[config.mk]
export PLATFORM = sky130hd
export DESIGN_NAME = tanh_share_sched
export DESIGN_NICKNAME = d
export VERILOG_FILES = /design/src/rtl/tanh_share_sched.sv
export SDC_FILE = /design/constraint.sdc
export NUM_CORES = 1
export LEC_CHECK = 0
export CAP_MARGIN = 25
export CORE_UTILIZATION = 37
export DETAILED_ROUTE_END_ITERATION = 16
export GPL_ROUTABILITY_DRIVEN = 0
export PLACE_DENSITY_LB_ADDON = 0.3
export SLEW_MARGIN = 30
export SYNTH_ARGS = -nofsm -noshare
export SYNTH_HDL_FRONTEND = slang
export SYNTH_SLANG_ARGS = --single-unit
[constraint.sdc]
create_clock -name clk -period 2.3 [get_ports clk]
set_clock_uncertainty 0.2 [all_clocks]
set_input_delay 0.46 -clock clk [delete_from_list [all_inputs] [get_ports clk]]
set_output_delay 0.46 -clock clk [all_outputs]
set_load 0.01 [all_outputs]
[src/rtl/tanh_share_sched.sv]
// ---------------------------------------------------------------------------
// tanh_share_sched
// Round-robin scheduler that shares one tanh activation unit between N
// neuron requesters. The z value of the winning requester is registered onto
// fn_z. A tag pipeline, matched to the unit latency, records which requester
// owns each in-flight value, so every returned activation is delivered on a
// common result bus together with its requester id.
//
// Parameters
//   N    number of requesters (2..16)
//   W    data width of z and a (signed, passed through unmodified)
//   LAT  latency of the shared unit in cycles, fn_z -> fn_a (0 = combinational)
//   IDW  requester id width
//
// Ports
//   clk        clock, rising edge
//   rst        synchronous active-high reset
//   req_valid  [N]    per-requester request valid
//   req_z      [N*W]  packed z values, requester i in [i*W +: W]
//   req_ready  [N]    one-hot grant (combinational, 0 while rst)
//   fn_z       [W]    registered z driven to the shared unit
//   fn_a       [W]    activation returned by the shared unit
//   res_valid  1      one-cycle pulse per delivered result
//   res_id     [IDW]  requester that owns res_a
//   res_a      [W]    registered activation
//   inflight   [CW]   issued requests whose result has not been delivered
// ---------------------------------------------------------------------------
module tanh_share_sched #(
    parameter int N   = 4,
    parameter int W   = 8,
    parameter int LAT = 0,
    parameter int IDW = $clog2(N),
    localparam int CW = $clog2(LAT + 3)
) (
    input  logic             clk,
    input  logic             rst,
    input  logic [N-1:0]     req_valid,
    input  logic [N*W-1:0]   req_z,
    output logic [N-1:0]     req_ready,
    output logic [W-1:0]     fn_z,
    input  logic [W-1:0]     fn_a,
    output logic             res_valid,
    output logic [IDW-1:0]   res_id,
    output logic [W-1:0]     res_a,
    output logic [CW-1:0]    inflight
);

    logic [IDW-1:0] ptr;
    logic [IDW-1:0] grant_id;
    logic           found;
    logic           issue;
    int             idx;

    // Tag stage j holds the owner of the value issued j edges ago; the last
    // stage lines up with the edge at which fn_a belongs to that value.
    logic [LAT:0]   tag_valid;
    logic [IDW-1:0] tag_id [0:LAT];

    // Rotating priority search starting at ptr. Depends only on req_valid,
    // never on req_z.
    always_comb begin
        found    = 1'b0;
        grant_id = '0;
        idx      = 0;
        for (int k = 0; k < N; k++) begin
            idx = int'(ptr) + k;
            if (idx >= N) begin
                idx = idx - N;
            end
            if (!found && req_valid[idx]) begin
                found    = 1'b1;
                grant_id = IDW'(idx);
            end
        end
    end

    assign issue = found && !rst;

    always_comb begin
        req_ready = '0;
        if (issue) begin
            req_ready[grant_id] = 1'b1;
        end
    end

    always_ff @(posedge clk) begin
        if (rst) begin
            ptr       <= '0;
            fn_z      <= '0;
            tag_valid <= '0;
            for (int j = 0; j <= LAT; j++) begin
                tag_id[j] <= '0;
            end
            res_valid <= 1'b0;
            res_id    <= '0;
            res_a     <= '0;
        end else begin
            if (issue) begin
                fn_z <= req_z[int'(grant_id)*W +: W];
                ptr  <= (grant_id == IDW'(N - 1)) ? '0 : grant_id + 1'b1;
            end
            tag_valid[0] <= issue;
            tag_id[0]    <= grant_id;
            for (int j = 1; j <= LAT; j++) begin
                tag_valid[j] <= tag_valid[j-1];
                tag_id[j]    <= tag_id[j-1];
            end
            res_valid <= tag_valid[LAT];
            if (tag_valid[LAT]) begin
                res_a  <= fn_a;
                res_id <= tag_id[LAT];
            end
        end
    end

    // Every valid tag stage is one issued request not yet delivered.
    always_comb begin
        inflight = '0;
        for (int j = 0; j <= LAT; j++) begin
            inflight = inflight + CW'(tag_valid[j]);
        end
    end

endmodule
Yosys cells after proc, flatten, opt, wreduce, memory -nomap -nowiden. Memory sizes are Yosys's and may differ from the RTL's. A register that Yosys moved wholly into a read port is not among the register bits. Index checks and enable logic that the tools add are counted.

$add $sub $neg: 8. Order comparisons: 10. Equal/unequal tests: 1. Shifts and indexed selects: 1. Mux-type cells: 33. Reductions and logical operators: 10.

Operators with widths (number): 32-bit by 4-bit < comparator with 1-bit output (second input constant) (4); 32-bit 2-to-1 mux (4); 32-bit by 6-bit indexed part select with 8-bit output (1); 1-bit 2-to-1 mux (17); 2-bit 2-to-1 mux (6); 3-bit by 3-bit subtractor with 4-bit output (second input constant) (3); 3-bit >= comparator (second input constant) (3); 1-bit binary-select mux with 2-bit select (4); 2-bit by 2-bit adder with 3-bit output (second input constant) (2); 1-bit logical AND (5); 1-bit zero test (4); 4-bit 2-to-1 mux (1); 2-bit by 3-bit subtractor with 4-bit output (second input constant) (1); 2-bit by 1-bit adder with 3-bit output (second input constant) (1); 2-bit by 3-bit >= comparator with 1-bit output (second input constant) (1); 2-bit by 3-bit < comparator with 1-bit output (second input constant) (1); 2-bit by 1-bit adder with 2-bit output (second input constant) (1); 1-bit demux with 2-bit select (1); 2-bit == test (second input constant) (1); 2-bit by 1-bit >= comparator with 1-bit output (second input constant) (1); 2-bit OR reduction (1).

Flip-flop bits (word level): 20. Memory bits (writable): 2. Input bits: 46. Memories kept: 1.

Memories: tag_id (words 1, width 2, read ports 1, clocked after Yosys merged registers in 1, wr ports 1, line 57) `logic [IDW-1:0] tag_id [0:LAT];`.

Depth between registers and ports, before layout. Gate-level depths: netlist of run 1.

Depth in word-level cells: 20. Depth in mapped cells: 7.

Worst setup path before layout of run 1. No wires, ideal clock.

Path type: input-to-output. From: input port req_valid[1]. To: output port req_ready[3]. Arrival time: 1.549 ns. Setup slack: 0.091 ns. Stages: 6. Path buffers: 1. Cell sequence: or3b_1 > o221ai_4 > buf_12 > inv_1 > ha_1 > and2_1.

Word-level cells in the longest chain between the ends: 18. Elaborated cells on any way between the ends: 33.

RTL lines: from (decl) (line 37) `input logic [N-1:0] req_valid,`; 1-bit binary-select mux with 2-bit select (line 70) `if (!found && req_valid[idx]) begin`; 1-bit 2-to-1 mux (implied by the code) (2 in a row) (line 70); 1-bit 2-to-1 mux (line 70); 1-bit zero test (line 70); 1-bit logical AND (line 70); 1-bit 2-to-1 mux (line 70); 1-bit zero test (line 70); 1-bit logical AND (line 70); 1-bit 2-to-1 mux (line 70); 1-bit zero test (line 70); 1-bit logical AND (line 70); 2-bit 2-to-1 mux (line 70); 2-bit by 3-bit < comparator with 1-bit output (implied by the code) / 2-bit by 1-bit >= comparator with 1-bit output (equally long branches) (line 82) `req_ready[grant_id] = 1'b1;`; 1-bit logical AND (implied by the code) (line 82); 1-bit 2-to-1 mux (implied by the code) (line 82); 1-bit demux with 2-bit select (line 82); 4-bit 2-to-1 mux * (line 81) `if (issue) begin`; to (decl) (line 39) `output logic [N-1:0] req_ready,`.

Mark *: on every way between the ends. The rest lies on a longest branch, timed or not. The select of a mux whose other input is x is not followed.

Final worst setup path of run 1.
From: register ptr[1]. To: output port req_ready[3].

Word-level cells in the longest chain between the ends: 20. Elaborated cells on any way between the ends: 48.

RTL lines: from (decl) (line 48) `logic [IDW-1:0] ptr;`; from (signal assigned) (line 100) `ptr <= (grant_id == IDW'(N - 1)) ? '0 : grant_id + 1'b1;`; parallel branches: the longest is 19 deep, another holds 3-bit by 3-bit subtractor with 4-bit output; 4-bit 2-to-1 mux * (line 81).

Every way passes the cells marked *. The select of a mux whose other input is x is not followed.

==> results.cfg, run 1 <==
[run_status]
status = finished, violations left
violations = negative setup slack

[layout]
final_nets = 252
multiInputGateArea_sq_um = 713
syn2layout_area_growth_pct = 77.7
n_fill_cell = 261
regArea_sq_um = 484
antenna_cells = 0
drive_gt1_share_pct = 26.5

[floorplan]
rows = 20
dieArea_sq_um = 3440
initial_core_util_pct = 38.9
fp.dieW_um = 58.7
io-pin-count = 71
core-area_sq_um = 3050
die_h_um = 58.7

[setup_path]
cp-endpoint = req_ready[3]
path_cells = or3b_4 > o221ai_4 > inv_2 > ha_4 > and2_4 > buf_6
rrSetupSlack_ps = 140
crit_required_ps = 1640
start_kind = register
reg2reg_depth = 5
worstPathArrival_ps = 1660
startpoint = ptr[1]$_SDFFE_PP0P_
max_stage_delay_ps = 400
crit_fanout = 5
worst-path-buf-inv = 2
worstSetupPathType = register to output pin
path_depth = 6
r2r-start = ptr[1]$_SDFFE_PP0P_
end_kind = output pin
cpMaxStageDelayCell = dfxtp_4
path_delay_family = simple AND/OR/NAND/NOR gates
r2r_end = fn_z[7]$_SDFFE_PP0P_

[logic_synthesis]
postSynthCellCount = 121
syn-num-nets = 168
synth_edf_count = 0
synth_seq_area_share_pct = 40.5
synthTopCellsByArea = dfxtp_1 40%, mux2i_1 17%, mux2_2 6.6%
yosysWarnings = 0
yosysTopAreaCell = dfxtp_1
syn-cell-area_sq_um = 1190
synth_top_area_share_pct = 40.5
synthFlopType = dfxtp_1
async_flop_share_pct = 0
synth-seq-cells = 24
yosys.cell_types.count = 33
netlist_top_cells_count = 24 x dfxtp_1, 20 x mux2i_1, 16 x nor2_1
yosysMostFrequentCell = dfxtp_1
avgSynthCellArea_sq_um = 9.81

[min_path]
hp-class = register to register

[clock_network]
ctsLongestPathBuffers = 2
htreeDepth = 1
path_clk_slew_ps = 140
root_buffer = clkbuf_4
cts_made_buffers = 3
clock_sinks = 24
clock_latency_ps = 310
cts_tree = yes
ctsHoldBuffers = 0

[power_and_ir_drop]
p_leak_nw = 0.874
peakVddDrop_mv = 0.296
power_density_nw_per_um2 = 584

[placed_design]
dp_slack_ps = -756
dp_hpwl_um = 2540
portBuffers = 69

[sta]
period_minus_slack_ps = 2320
drv_slew = 0
setup_slack_ps = -15.2
max_freq_ghz = 0.432
hold_viol = 0
fin_crit_sh_pct = 101
fin_setup_tns_ps = -15.2
finalSetupViolations = 1
rsz0062_at_grt = true

[global_routing]
grt_usage_pct = 20.3
grt_max_degree = 17
grt_pass1_wl_um = 5320
antenna_found_initial = 0
gr-total-overflow = 0
grt_pass1_vias = 1238

[route]
routed_wl_um = 3290
ant_nets = 0
firstDrtPassIters = 4
drc = 0
vias = 1211
wl_per_cell_um = 13.3
viasPerCell = 4.88
first_iter_violations = 30

[flow_run]
maxCapViolCount = 0
## kinds of logic (layout without fill, tap and decap cells)
| logic type | count (synthesis) | after routing | synth area share, % |
|---|---|---|---|
| compound gates | 16 | 16 | 12.3 |
| buf+inv | 12 | 95 | 6.11 |
| fa+ha+maj | 1 | 1 | 1.05 |
| simple gates | 39 | 39 | 15.0 |
| mux | 28 | 28 | 24.8 |
| flops | 24 | 24 | 40.5 |
| other cells | 1 | 1 | 0.316 |
## report_power, final
group	internal [mW]	total [mW]	switching, mW
Sequential	0.467	0.498	0.0316
Clock	0.0965	0.224	0.127
Combinational	0.302	0.510	0.208
Total	0.865	1.23	0.367
## sequential cells by signal, indices dropped and copies added (netlist names)
register / cells
res_id: 2
ptr: 2
res_valid: 1
res_a: 8
tag_id: 2
tag_valid: 1
fn_z: 8
## per-layer routing
layer / vias up / part of all wire, % / global-route usage (%)
li1: 595 / - / -
met1: 560 / 40 / 22.4
met2: 54 / 52 / 39.1
met3: 2 / 7.5 / 4.84
met4: 0 / 0.37 / 4.08
met5: - / 0 / 0
## metrics by stage
stage                     total power, mW  cell area [sq um]  cells  hold WS (ps)  utilization (%)
after floorplan                     0.731               1190    121           241                -
after global placement              0.947               1990    241           248             65.1
after detailed placement            0.961               1990    241           262             65.1
after CTS                            1.21               2070    247           291             67.7
after global routing                 1.31               2110    248           308             69.1
final                                1.23               2110    248           288             69.1
## worst min-delay path by stage
stage | depth (start not counted) | slack, ps | startpoint | end
floorplan | 2 | 240 | tag_id[0][0]$_SDFF_PP0_ | res_id[0]$_SDFFE_PP0P_
global placement | 2 | 250 | tag_id[0][0]$_SDFF_PP0_ | res_id[0]$_SDFFE_PP0P_
detailed placement | 2 | 260 | fn_z[2]$_SDFFE_PP0P_ | fn_z[2]$_SDFFE_PP0P_
CTS | 2 | 290 | fn_z[2]$_SDFFE_PP0P_ | fn_z[2]$_SDFFE_PP0P_
global route | 2 | 310 | fn_z[2]$_SDFFE_PP0P_ | fn_z[2]$_SDFFE_PP0P_
finish | 2 | 290 | fn_z[2]$_SDFFE_PP0P_ | fn_z[2]$_SDFFE_PP0P_
## worst min-delay path, delay by kind of cell, from the launching register on
family	cells	cell delay, ps
AOI/OAI and AO/OA	1	70
and+or+nand+nor	1	50
DFF	1	330
## cells in the final DEF, fill, tap and decap left out, types with 2 or more instances in the layout
cell             instances
clkbuf_4                 3
nand3_1                  7
o211ai_1                 7
mux2i_1                 19
mux2_2                   7
buf_2                    6
dfxtp_1                 23
buf_6                    4
buf_4                   14
inv_1                    2
nand2_1                  7
nor2_1                  16
inv_2                    2
a21oi_2                  2
nor2b_1                  2
clkdlybuf4s50_1         61
## area by class of cell
class | instances | share of cell area (%)
flip-flops and latches | 24 | 23.0
well taps | 44 | 2.61
repair buffers | 86 | 37.9
multi-input cells | 85 | 33.8
clock buffers | 4 | 1.72
inverters | 5 | 1.01
## repair_timing
| action | in CTS | in global routing |
|---|---|---|
| pin swaps | 4 | 5 |
| resized for setup | 44 | 7 |
| setup buffers | 2 | 1 |
| setup endpoints to repair | 12 | 4 |
(Power assumes the default switching activity.)
==> run 2: changes to the inputs <==
Settings changed: RECOVER_POWER set to 50.
==> run 2 against run 1 <==
  * The flow still finishes with violations (negative setup slack)
  * Sequential power about the same
  * Total power grew 0.12%
  * Non-clock buffer count unchanged
  * Core utilization down 0.12 points
  * Worst hold slack hardly changed
  * Fmax down 0.66%
  * Register-to-register slack about the same
  * Count of clock-buffer cells in the layout is the same
  * Final area shrank 0.18%
  * First-iteration DRC count did not move
  * Largest cell class unchanged
  * Highest routed layer unchanged
==> results.cfg, run 2 (synthesis results as in run 1) <==
[global_routing]
grt_usage_pct = 20.3
gr-total-overflow = 0
grt_pass1_wl_um = 5320
grt_max_degree = 17
antenna_found_initial = 0
grt_pass1_vias = 1238

[sta]
finalSetupViolations = 3
relSlewSlack_pct = 61.6
max_freq_ghz = 0.429
drv_slew = 0
rsz0062_at_grt = true
worst_slew_pin_slew_ps = 576
fin_crit_sh_pct = 101
fin_setup_tns_ps = -66.4
period_minus_slack_ps = 2330
hold_viol = 0
whs_ps = 288
setup_slack_ps = -30.6

[setup_path]
worstPathArrival_ps = 1670
crit_required_ps = 1640
start_kind = input pin
end_kind = output pin
worstSetupPathType = input pin to output pin
crit_fanout = 3

[layout]
antenna_cells = 0
utilization_pct = 69.0
layout_common_cells = 60 x clkdlybuf4s50_1, 23 x dfxtp_1, 19 x mux2i_1, 16 x nor2_1, 13 x buf_4
regArea_sq_um = 484
fin_area_sq_um = 2110
multiInputGateArea_sq_um = 713
syn2layout_area_growth_pct = 77.3
top_regs = fn_z (8), res_a (8)
drive_gt1_share_pct = 26.0
mostFrequentLayoutCell = clkdlybuf4s50_1
final_nets = 252
n_fill_cell = 260

[power_and_ir_drop]
peakVddDrop_mv = 0.295
p_seq_share_pct = 40.4
p_comb_share_pct = 41.3
p_sw_uw = 369
p_int_uw = 864
clock_power_share_pct = 18.3
power_mw = 1.23
power_density_nw_per_um2 = 586
p_leak_nw = 0.871
switching_share_pct = 29.9

[floorplan]
initial_core_util_pct = 38.9
rows = 20
fp.dieW_um = 58.7
dieArea_sq_um = 3440
core-area_sq_um = 3050
io-pin-count = 71
die_h_um = 58.7

[clock_network]
htreeDepth = 1
cts_made_buffers = 3
ctsLongestPathBuffers = 2
path_clk_slew_ps = 130
cts_tree = yes
clock_latency_ps = 310
clock_sinks = 24
root_buffer = clkbuf_4

[route]
viasPerCell = 4.87
routed_wl_um = 3300
firstDrtPassIters = 4
vias = 1207
wl_per_cell_um = 13.3
drc = 0
first_iter_violations = 30
ant_nets = 0

[placed_design]
dpl-instance-area_sq_um = 1990
portBuffers = 69
dp_hpwl_um = 2540

[run_status]
violations = negative setup slack
status = finished, violations left

[min_path]
hp-class = register to register

[flow_run]
maxCapViolCount = 0
run 2: cell count changes in the layout (fill, tap and decap cells not counted):
| cell | before | now |
|---|---|---|
| clkdlybuf4s50_1 | 61 | 60 |
| clkbuf_1 | 0 | 1 |
| buf_4 | 14 | 13 |
| dlygate4sd3_1 | 0 | 1 |
run 2: worst paths after layout:
kind | depth (start not counted) | start | slack [ps] | to
min reg2reg | 2 | fn_z[2]$_SDFFE_PP0P_ | 290 | fn_z[2]$_SDFFE_PP0P_
max reg2reg | 5 | ptr[1]$_SDFFE_PP0P_ | 140 | fn_z[7]$_SDFFE_PP0P_
min | 2 | fn_z[2]$_SDFFE_PP0P_ | 290 | fn_z[2]$_SDFFE_PP0P_
max | 6 | rst | -30 | req_ready[1]
run 2: power by group through the flow:
stage / logic (mW) / clock network (mW) / registers [mW]
5_1_grt: 0.548 / 0.255 / 0.504
6_report: 0.510 / 0.226 / 0.498
2_1_floorplan: 0.211 / 0 / 0.519
4_1_cts: 0.484 / 0.224 / 0.498
3_3_place_gp: 0.448 / 0 / 0.499
3_5_place_dp: 0.459 / 0 / 0.502
run 2: critical path, cell delays in order:
cell and delay, ps:
dlygate4sd3_1 560, or2_4 280, inv_2 80, nand2_2 70, nor2_1 80, buf_2 140
run 2: cell type report:
class,instances,share of cell area [%]
clock buffers,4,1.72
inverters,5,1.01
multi-input cells,85,33.9
flip-flops and latches,24,23.0
well taps,44,2.61
repair buffers,86,37.8
run 2: layer usage:
metal  share of wire (%)  vias up  track usage (%)
met1                  40      558             22.4
met3                 7.4        2             4.84
met5                   0        -                0
met4                0.36        0             4.08
met2                  52       54             39.1
li1                    -      593                -
run 2: through the flow:
| step | cells | setup slack (ps) |
|---|---|---|
| after global routing | 248 | -98.6 |
| final | 248 | -30.6 |
| after global placement | 241 | -677 |
| after detailed placement | 241 | -756 |
| after floorplan | 121 | 91.1 |
| after CTS | 247 | -42.6 |
run 2: what timing repair did:
item | CTS | global route
endpoints found under the setup margin | 12 | 4
cloned | 0 | 0
resized for setup | 44 | 7
pin swaps | 4 | 5
hold buffers | 0 | 0
buffers inserted | 2 | 1
